===== config.mk =====
export PLATFORM = sky130hd
export DESIGN_NAME = guess_entry
export DESIGN_NICKNAME = d
export VERILOG_FILES = /design/src/rtl/guess_entry.sv
export SDC_FILE = /design/constraint.sdc
export NUM_CORES = 1
export LEC_CHECK = 0
export BUFFER_PORTS_ARGS = -buffer_cell sky130_fd_sc_hd__buf_2
export CAP_MARGIN = 25
export CORE_UTILIZATION = 63
export CTS_BUF_LIST = sky130_fd_sc_hd__clkbuf_2 sky130_fd_sc_hd__clkbuf_4 sky130_fd_sc_hd__clkbuf_8
export DETAILED_ROUTE_END_ITERATION = 8
export PLACE_DENSITY = 0.87
export SYNTH_ARGS = -nofsm -noshare
export SYNTH_HDL_FRONTEND = slang
export SYNTH_SLANG_ARGS = --single-unit

===== constraint.sdc =====
create_clock -name clk -period 3.5 [get_ports clk]
set_input_delay 1.05 -clock clk [delete_from_list [all_inputs] [get_ports clk]]
set_output_delay 1.05 -clock clk [all_outputs]
set_load 0.01 [all_outputs]

===== src/rtl/guess_entry.sv =====
// Guess entry: assembles three BCD digits from keypad events and submits them
// on enter, followed by a key lockout. Optional macro GUESS_DISTINCT_EN refuses repeated digits.
module guess_entry #(
    parameter int HOLD_CYCLES = 4,
    parameter int GCNT_W      = 8
) (
    input  logic              clk,
    input  logic              reset,
    input  logic              key_valid,
    input  logic [3:0]        key_code,
    output logic [3:0]        num1,
    output logic [3:0]        num2,
    output logic [3:0]        num3,
    output logic              num_rdy,
    output logic [1:0]        ent_cnt,
    output logic              busy,
    output logic              key_reject,
    output logic [GCNT_W-1:0] sub_cnt
);

    typedef enum logic {ENTRY, HOLD} state_t;

    localparam logic [7:0] HOLD_LD = 8'(HOLD_CYCLES);

    state_t                  state_q, state_d;
    logic [7:0]              hold_q, hold_d;
    logic [2:0][3:0]         e_q, e_d;
    logic [1:0]              ent_q, ent_d;
    logic [3:0]              n1_q, n1_d, n2_q, n2_d, n3_q, n3_d;
    logic                    rdy_q, rdy_d;
    logic                    busy_q, busy_d;
    logic                    rej_q, rej_d;
    logic [GCNT_W-1:0]       sub_cnt_q, sub_cnt_d;
    logic                    dup;

    always_comb begin
        state_d   = state_q;
        hold_d    = hold_q;
        e_d       = e_q;
        ent_d     = ent_q;
        n1_d      = n1_q;
        n2_d      = n2_q;
        n3_d      = n3_q;
        rdy_d     = 1'b0;
        busy_d    = busy_q;
        rej_d     = 1'b0;
        sub_cnt_d = sub_cnt_q;
        dup       = 1'b0;
`ifdef GUESS_DISTINCT_EN
        for (int i = 0; i < 3; i++) begin
            if (i < int'(ent_q) && e_q[i] == key_code) dup = 1'b1;
        end
`endif
        case (state_q)
            ENTRY: begin
                if (key_valid) begin
                    if (key_code <= 4'd9) begin
                        if (ent_q == 2'd3 || dup) begin
                            rej_d = 1'b1;
                        end else begin
                            e_d[ent_q] = key_code;
                            ent_d      = ent_q + 2'd1;
                        end
                    end else begin
                        case (key_code)
                            4'hB: begin
                                if (ent_q != 2'd0) begin
                                    e_d[ent_q - 2'd1] = 4'd0;
                                    ent_d             = ent_q - 2'd1;
                                end
                            end
                            4'hE: begin
                                e_d   = '0;
                                ent_d = 2'd0;
                            end
                            4'hF: begin
                                if (ent_q == 2'd3) begin
                                    n1_d   = e_q[0];
                                    n2_d   = e_q[1];
                                    n3_d   = e_q[2];
                                    rdy_d  = 1'b1;
                                    if (sub_cnt_q != '1) sub_cnt_d = sub_cnt_q + GCNT_W'(1);
                                    e_d     = '0;
                                    ent_d   = 2'd0;
                                    busy_d  = 1'b1;
                                    hold_d  = HOLD_LD;
                                    state_d = HOLD;
                                end else begin
                                    rej_d = 1'b1;
                                end
                            end
                            default: ;
                        endcase
                    end
                end
            end
            HOLD: begin
                // Keys are dropped silently; busy falls with the return to ENTRY.
                if (hold_q == 8'd1) begin
                    state_d = ENTRY;
                    busy_d  = 1'b0;
                    hold_d  = 8'd0;
                end else begin
                    hold_d = hold_q - 8'd1;
                end
            end
            default: state_d = ENTRY;
        endcase
    end

    always_ff @(posedge clk or negedge reset) begin
        if (!reset) begin
            state_q   <= ENTRY;
            hold_q    <= '0;
            e_q       <= '0;
            ent_q     <= '0;
            n1_q      <= '0;
            n2_q      <= '0;
            n3_q      <= '0;
            rdy_q     <= 1'b0;
            busy_q    <= 1'b0;
            rej_q     <= 1'b0;
            sub_cnt_q <= '0;
        end else begin
            state_q   <= state_d;
            hold_q    <= hold_d;
            e_q       <= e_d;
            ent_q     <= ent_d;
            n1_q      <= n1_d;
            n2_q      <= n2_d;
            n3_q      <= n3_d;
            rdy_q     <= rdy_d;
            busy_q    <= busy_d;
            rej_q     <= rej_d;
            sub_cnt_q <= sub_cnt_d;
        end
    end

    assign num1       = n1_q;
    assign num2       = n2_q;
    assign num3       = n3_q;
    assign num_rdy    = rdy_q;
    assign ent_cnt    = ent_q;
    assign busy       = busy_q;
    assign key_reject = rej_q;
    assign sub_cnt    = sub_cnt_q;

endmodule


Yosys cells after proc, flatten, opt, wreduce, memory -nomap -nowiden
Index checks and enable logic that the tools add are counted.
{"block": "word_totals", "register_bits": 46, "input_bits": 7, "out_inout_bits": 25, "wordCells": 88}
{"block": "op_classes", "addsub": 4, "order_cmp": 5, "eq_ne": 14, "mux": 39, "bitwise": 4, "n_reduce_logical": 9}
{"op": "$mux W12", "n": 4}
{"op": "$mux W8", "n": 5}
{"op": "$pmux W12 S3", "n": 1}
{"op": "$demux W4 S2", "n": 2}
{"op": "$mux W1", "n": 16}
{"op": "$pmux W8 S2", "n": 1}
{"op": "$and A12 B12 Y12", "n": 1}
{"op": "$bwmux W12", "n": 1}
{"op": "$eq A4 B4 Y1 const B", "n": 3}
{"op": "$not A12 Y12", "n": 1}
{"op": "$reduce_and A6 Y1", "n": 2}
{"op": "$reduce_and A5 Y1", "n": 2}
{"op": "$add A8 B1 Y8 const B", "n": 1}
{"op": "$eq A8 B1 Y1 const B", "n": 1}
{"op": "$mux W2", "n": 4}
{"op": "$mux W4", "n": 2}
{"op": "$ne A2 B2 Y1 const B", "n": 4}
{"op": "$ne A8 B8 Y1 const B", "n": 1}
{"op": "$sub A8 B1 Y8 const B", "n": 1}
{"op": "$lt A2 B3 Y1 const B", "n": 2}
{"op": "$ne A3 B3 Y1 const B", "n": 2}
{"op": "$pmux W2 S3", "n": 1}
{"op": "$ge A2 B1 Y1 const B", "n": 2}
{"op": "$le A4 B4 Y1 const B", "n": 1}
{"op": "10 further kinds", "n": 14}

Longest topological paths before layout
{"block": "logic_depth", "depth_word": 10, "depth_mapped": 8, "mapped_depth_nobuf": 7}

Least setup slack after synthesis
OpenSTA, ideal clock, no wires.
{"block": "synth_path", "path_type": "input-to-reg", "startpoint": "input port key_code[1]", "endpoint": "register sub_cnt_q[1], in the netlist sub_cnt[1]", "setup_time_ns": 0.125, "arrival_ns": 2.324, "t_required_ns": 3.375, "slack_ns": 1.051, "cell_stages": 6, "path_buffers": 2, "cell_sequence": "buf_4 nand4_2 or3_1 buf_2 a31oi_4 mux2_2"}
{"block": "synth_between", "elab_chain_cells": 3, "elab_cells_between_ends": 4, "cone_classes": "order compare (1); eq/ne (1); bitwise (1); reduce/logical (1)"}
{"element": "start, declared", "line_no": "10", "rtl": "input logic [3:0] key_code,"}
{"element": "$le A4 B4 Y1", "line_no": "57", "rtl": "if (key_code <= 4'd9) begin"}
{"element": "$not A1 Y1 (no line)"}
{"element": "$reduce_and A6 Y1 (no line) (*)"}
{"element": "end signal, assigned", "line_no": "135", "rtl": "sub_cnt_q <= sub_cnt_d;"}
{"element": "end, declared", "line_no": "33", "rtl": "logic [GCNT_W-1:0] sub_cnt_q, sub_cnt_d;"}
Mark *: on every way between the ends. The rest lies on a longest branch, timed or not.
A chain may end at the register's enable or synchronous reset.

Worst setup path in the final report
{"block": "layout_path", "startpoint": "input port key_code[3]", "endpoint": "register sub_cnt_q[1], in the netlist sub_cnt[1]"}
Same word-level chain as after synthesis.

==> impl_results.rst <==
.. list-table::
   :header-rows: 1

   * - Metric
     - Value
   * - Number of vias in the routed layout
     - 1640
   * - Number of ports placed on the die boundary
     - 32
   * - Drt first pass iters
     - 4
   * - ANT cells
     - 0
   * - Portion of the clock cycle consumed by the worst path in the final layout
     - 70.8%
   * - Buffer levels on the longest clock path
     - 2
   * - Critical path buffer and inverter count
     - 1
   * - Number of instances resized during post-cts repair
     - 0
   * - Final Max Slew Viols
     - 0
   * - Kind of launch point of the worst setup path
     - primary input
   * - Netlist area before placement
     - 2150 sq um
   * - Total of max-cap violations
     - 0
   * - Maximum frequency from static timing analysis
     - 403 MHz
   * - Cell with the largest stage delay on the worst path
     - sky130_fd_sc_hd__or3_1
   * - Final instance area
     - 2420 sq um
   * - Worst Path Required
     - 3.76 ns
   * - Most area-consuming cells after synthesis
     - sky130_fd_sc_hd__dfrtp_1 (54%), sky130_fd_sc_hd__nand2_1 (8.7%), sky130_fd_sc_hd__a32o_1 (5.6%), sky130_fd_sc_hd__ha_1 (4.1%), sky130_fd_sc_hd__xnor2_1 (2.4%)
   * - Path category of the worst min-delay check
     - in2async
   * - Setup TNS after final layout
     - 0 ns
   * - Routed len/inst
     - 13.7 um
   * - Clock tree from TritonCTS
     - built
   * - Power density normalized to cell area
     - 658 nW/um^2
   * - Antenna viol nets, final
     - 0
   * - I/O Buffers
     - 31
   * - R2R Path Start
     - ent_cnt[0]$_DFFE_PN0P_
   * - Sinks on the clock net
     - 46
   * - Die area
     - 3640 sq um
   * - Remaining global-route overflow
     - 0
   * - Pre-CTS WS
     - 0.624 ns
   * - DIE WIDTH
     - 60.4 um
   * - Vert. Die Dim
     - 60.4 um
   * - Total count of hold-check failures in the final report
     - 0
   * - Post-CTS setup repair buffer count
     - 0
   * - Cell breakdown of the critical path
     - buf_2 > nand4_2 > or3_1 > a31oi_4 > mux2_2
   * - Status
     - finished, final reports clean
   * - Portion of synthesized cell area occupied by the leading cell type
     - 53.6%
   * - Max_slew headroom
     - 59.6%
   * - Number of buffers inserted for hold repair after clock tree synthesis
     - 0
   * - Critical-path maximum fanout
     - 16
   * - RePlAce Congestion
     - 0.875
   * - R2R Path End
     - sub_cnt[1]$_DFFE_PN0P_
   * - First-iteration detailed-routing DRC count
     - 73
   * - Placeable core region
     - 3150 sq um
   * - Detailed Place HPWL
     - 2850 um
   * - Average instance area after synthesis
     - 10.2 sq um
   * - Critical path's top delay family
     - simple AND/OR/NAND/NOR gates
   * - Area growth from synthesis to layout
     - 12.9%
   * - Count of nets after finishing
     - 256
   * - Reg2reg path depth
     - 5
   * - Delay of the slowest cell on the worst path
     - 0.59 ns
   * - Layout Skew
     - 0.00620 ns
   * - Average via count per standard cell
     - 5.71
   * - Static leakage power
     - 1.25 nW
   * - Worst IR drop on VDD
     - 494 uV
   * - Sequential cell area fraction in the yosys report
     - 53.6%
   * - Most common cell in the synthesized netlist
     - sky130_fd_sc_hd__nand2_1
   * - Via count of the first global-routing pass
     - 1438
   * - Critical path type
     - in2reg
   * - # H-tree levels
     - 2
   * - Row count
     - 20
   * - Pin count of the biggest net entering global routing
     - 47
   * - Count of yosys warnings during synthesis
     - 0
   * - Area after DPL
     - 2320 sq um
   * - Clock buffer count from CTS
     - 5
   * - RSZ-0062 raised after global routing
     - no
   * - Clock insertion delay at the later pin of the skew report
     - 0.36 ns
   * - Count of different cell masters after synthesis
     - 33
   * - Post-layout util
     - 76.9%
   * - Initial Utilization
     - 68.1%
   * - Initial antenna violation count
     - 0
   * - Final worst slack
     - 1.02 ns
   * - Number of setup violations in the final report
     - 0
   * - Critical path arrival
     - 2.74 ns
   * - Syn Nets
     - 225
   * - Clock-pin slew on the worst setup and hold paths
     - 0.13 ns
   * - DR DRC count
     - 0
   * - Cells after synthesis
     - 211
   * - Drt total wl
     - 3930 um
   * - Most common flop cell mapped by yosys
     - sky130_fd_sc_hd__dfrtp_1
   * - Number of flops mapped to enable cells by yosys
     - 0
   * - Root buffer cell
     - sky130_fd_sc_hd__clkbuf_4
   * - All-Layer GR Usage
     - 24.5%
   * - Async SR Flop Fraction
     - 100%
   * - Top cells by instance count after synthesis
     - sky130_fd_sc_hd__nand2_1 (50), sky130_fd_sc_hd__dfrtp_1 (46), sky130_fd_sc_hd__a32o_1 (12), sky130_fd_sc_hd__nor2_1 (12), sky130_fd_sc_hd__nand3_1 (9)
   * - Number of synthesized register bits
     - 46
   * - Worst-margin pin slew
     - 0.600 ns
   * - First-pass GRT wire length
     - 6470 um
   * - Post-layout minimum cycle time
     - 2.48 ns
   * - Worst reg2reg setup slack
     - 1.30 ns
   * - Setup crit end kind
     - flop
   * - Layout cell share with drive strength beyond 1
     - 18.9%
   * - Overall power after layout
     - 1.60 mW
   * - Cell taking the most area after synthesis
     - sky130_fd_sc_hd__dfrtp_1
[how the worst max path moves through the flow]
stage,from,cells past startpoint,endpoint
6_report,key_code[3],5,sub_cnt[1]$_DFFE_PN0P_
4_1_cts,key_code[3],5,sub_cnt[1]$_DFFE_PN0P_
5_1_grt,key_code[3],5,sub_cnt[1]$_DFFE_PN0P_
3_3_place_gp,key_code[3],5,sub_cnt[1]$_DFFE_PN0P_
3_5_place_dp,key_code[3],5,sub_cnt[1]$_DFFE_PN0P_
2_1_floorplan,key_code[1],6,sub_cnt[1]$_DFFE_PN0P_
[worst register-to-register path, stage by stage, from the launching register on]
cell and delay (ns):
sky130_fd_sc_hd__dfrtp_1 0.42, sky130_fd_sc_hd__ha_1 0.26, sky130_fd_sc_hd__nand2_1 0.10, sky130_fd_sc_hd__or3_1 0.61
sky130_fd_sc_hd__a31oi_4 0.36, sky130_fd_sc_hd__mux2_2 0.37
[per-layer routing]
metal | wire [um] | vias to the layer above | share of wire, % | track usage (%)
li1 | - | 796 | - | -
met4 | 58 | 0 | 1.5 | 8.97
met3 | 162 | 6 | 4.1 | 5.76
met1 | 1770 | 803 | 45 | 32.8
met5 | 0 | - | 0 | 0
met2 | 1940 | 35 | 49 | 39.4
[cell families (layout without fill, tap and decap cells)]
group,after synthesis,count (layout),share of synthesized area [%]
mux,5,5,2.45
fa+ha+maj,7,7,4.08
xor+xnor,12,12,4.90
flops,46,46,53.6
buf+inv,16,48,3.21
compound gates,32,32,11.6
simple gates,93,93,20.1
[per-stage QoR]
| stage | hold WS (ns) | std cells |
|---|---|---|
| after floorplan | 0.439 | 211 |
| after global placement | 0.454 | 278 |
| after detailed placement | 0.461 | 278 |
| after CTS | 0.492 | 286 |
| after global routing | 0.447 | 287 |
| final | 0.474 | 287 |
[area by class of cell]
cell class,count,area (sq um)
clock buffer,6,45.0
clock inverter,2,37.5
fill,219,729
inverter,7,26.3
multi-input combinational,149,926
sequential,46,1150
tap,44,55.1
timing repair buffer,33,183
[placed cells by master, fill, tap and decap left out, drive strengths merged, types with 3 or more instances in the layout]
cell type  Yosys  final
o22ai          7      7
mux2i          3      3
o21ai          7      7
xor2           6      6
a21oi          3      3
xnor2          6      6
and3           3      3
a32o          12     12
clkbuf         4      6
nand2         50     50
ha             7      7
dfrtp         46     46
nand3          9      9
buf            5     33
nor3           3      3
nand4          4      4
nor2b          4      4
inv            7      7
nor2          12     12
[report_power, final]
group          switching, mW  internal [mW]  leakage [nW]
clock network          0.167          0.158        0.0419
registers              0.110          0.668         0.617
logic                  0.275          0.218         0.594
[registers in the layout, summed over array words and instances (netlist names)]
signal,flops
hold_q,8
sub_cnt,8
busy,1
num2,4
num1,4
num_rdy,1
key_reject,1
state_q,1
ent_cnt,2
num3,4
e_q,12
Power figures use the tool's default switching activity.
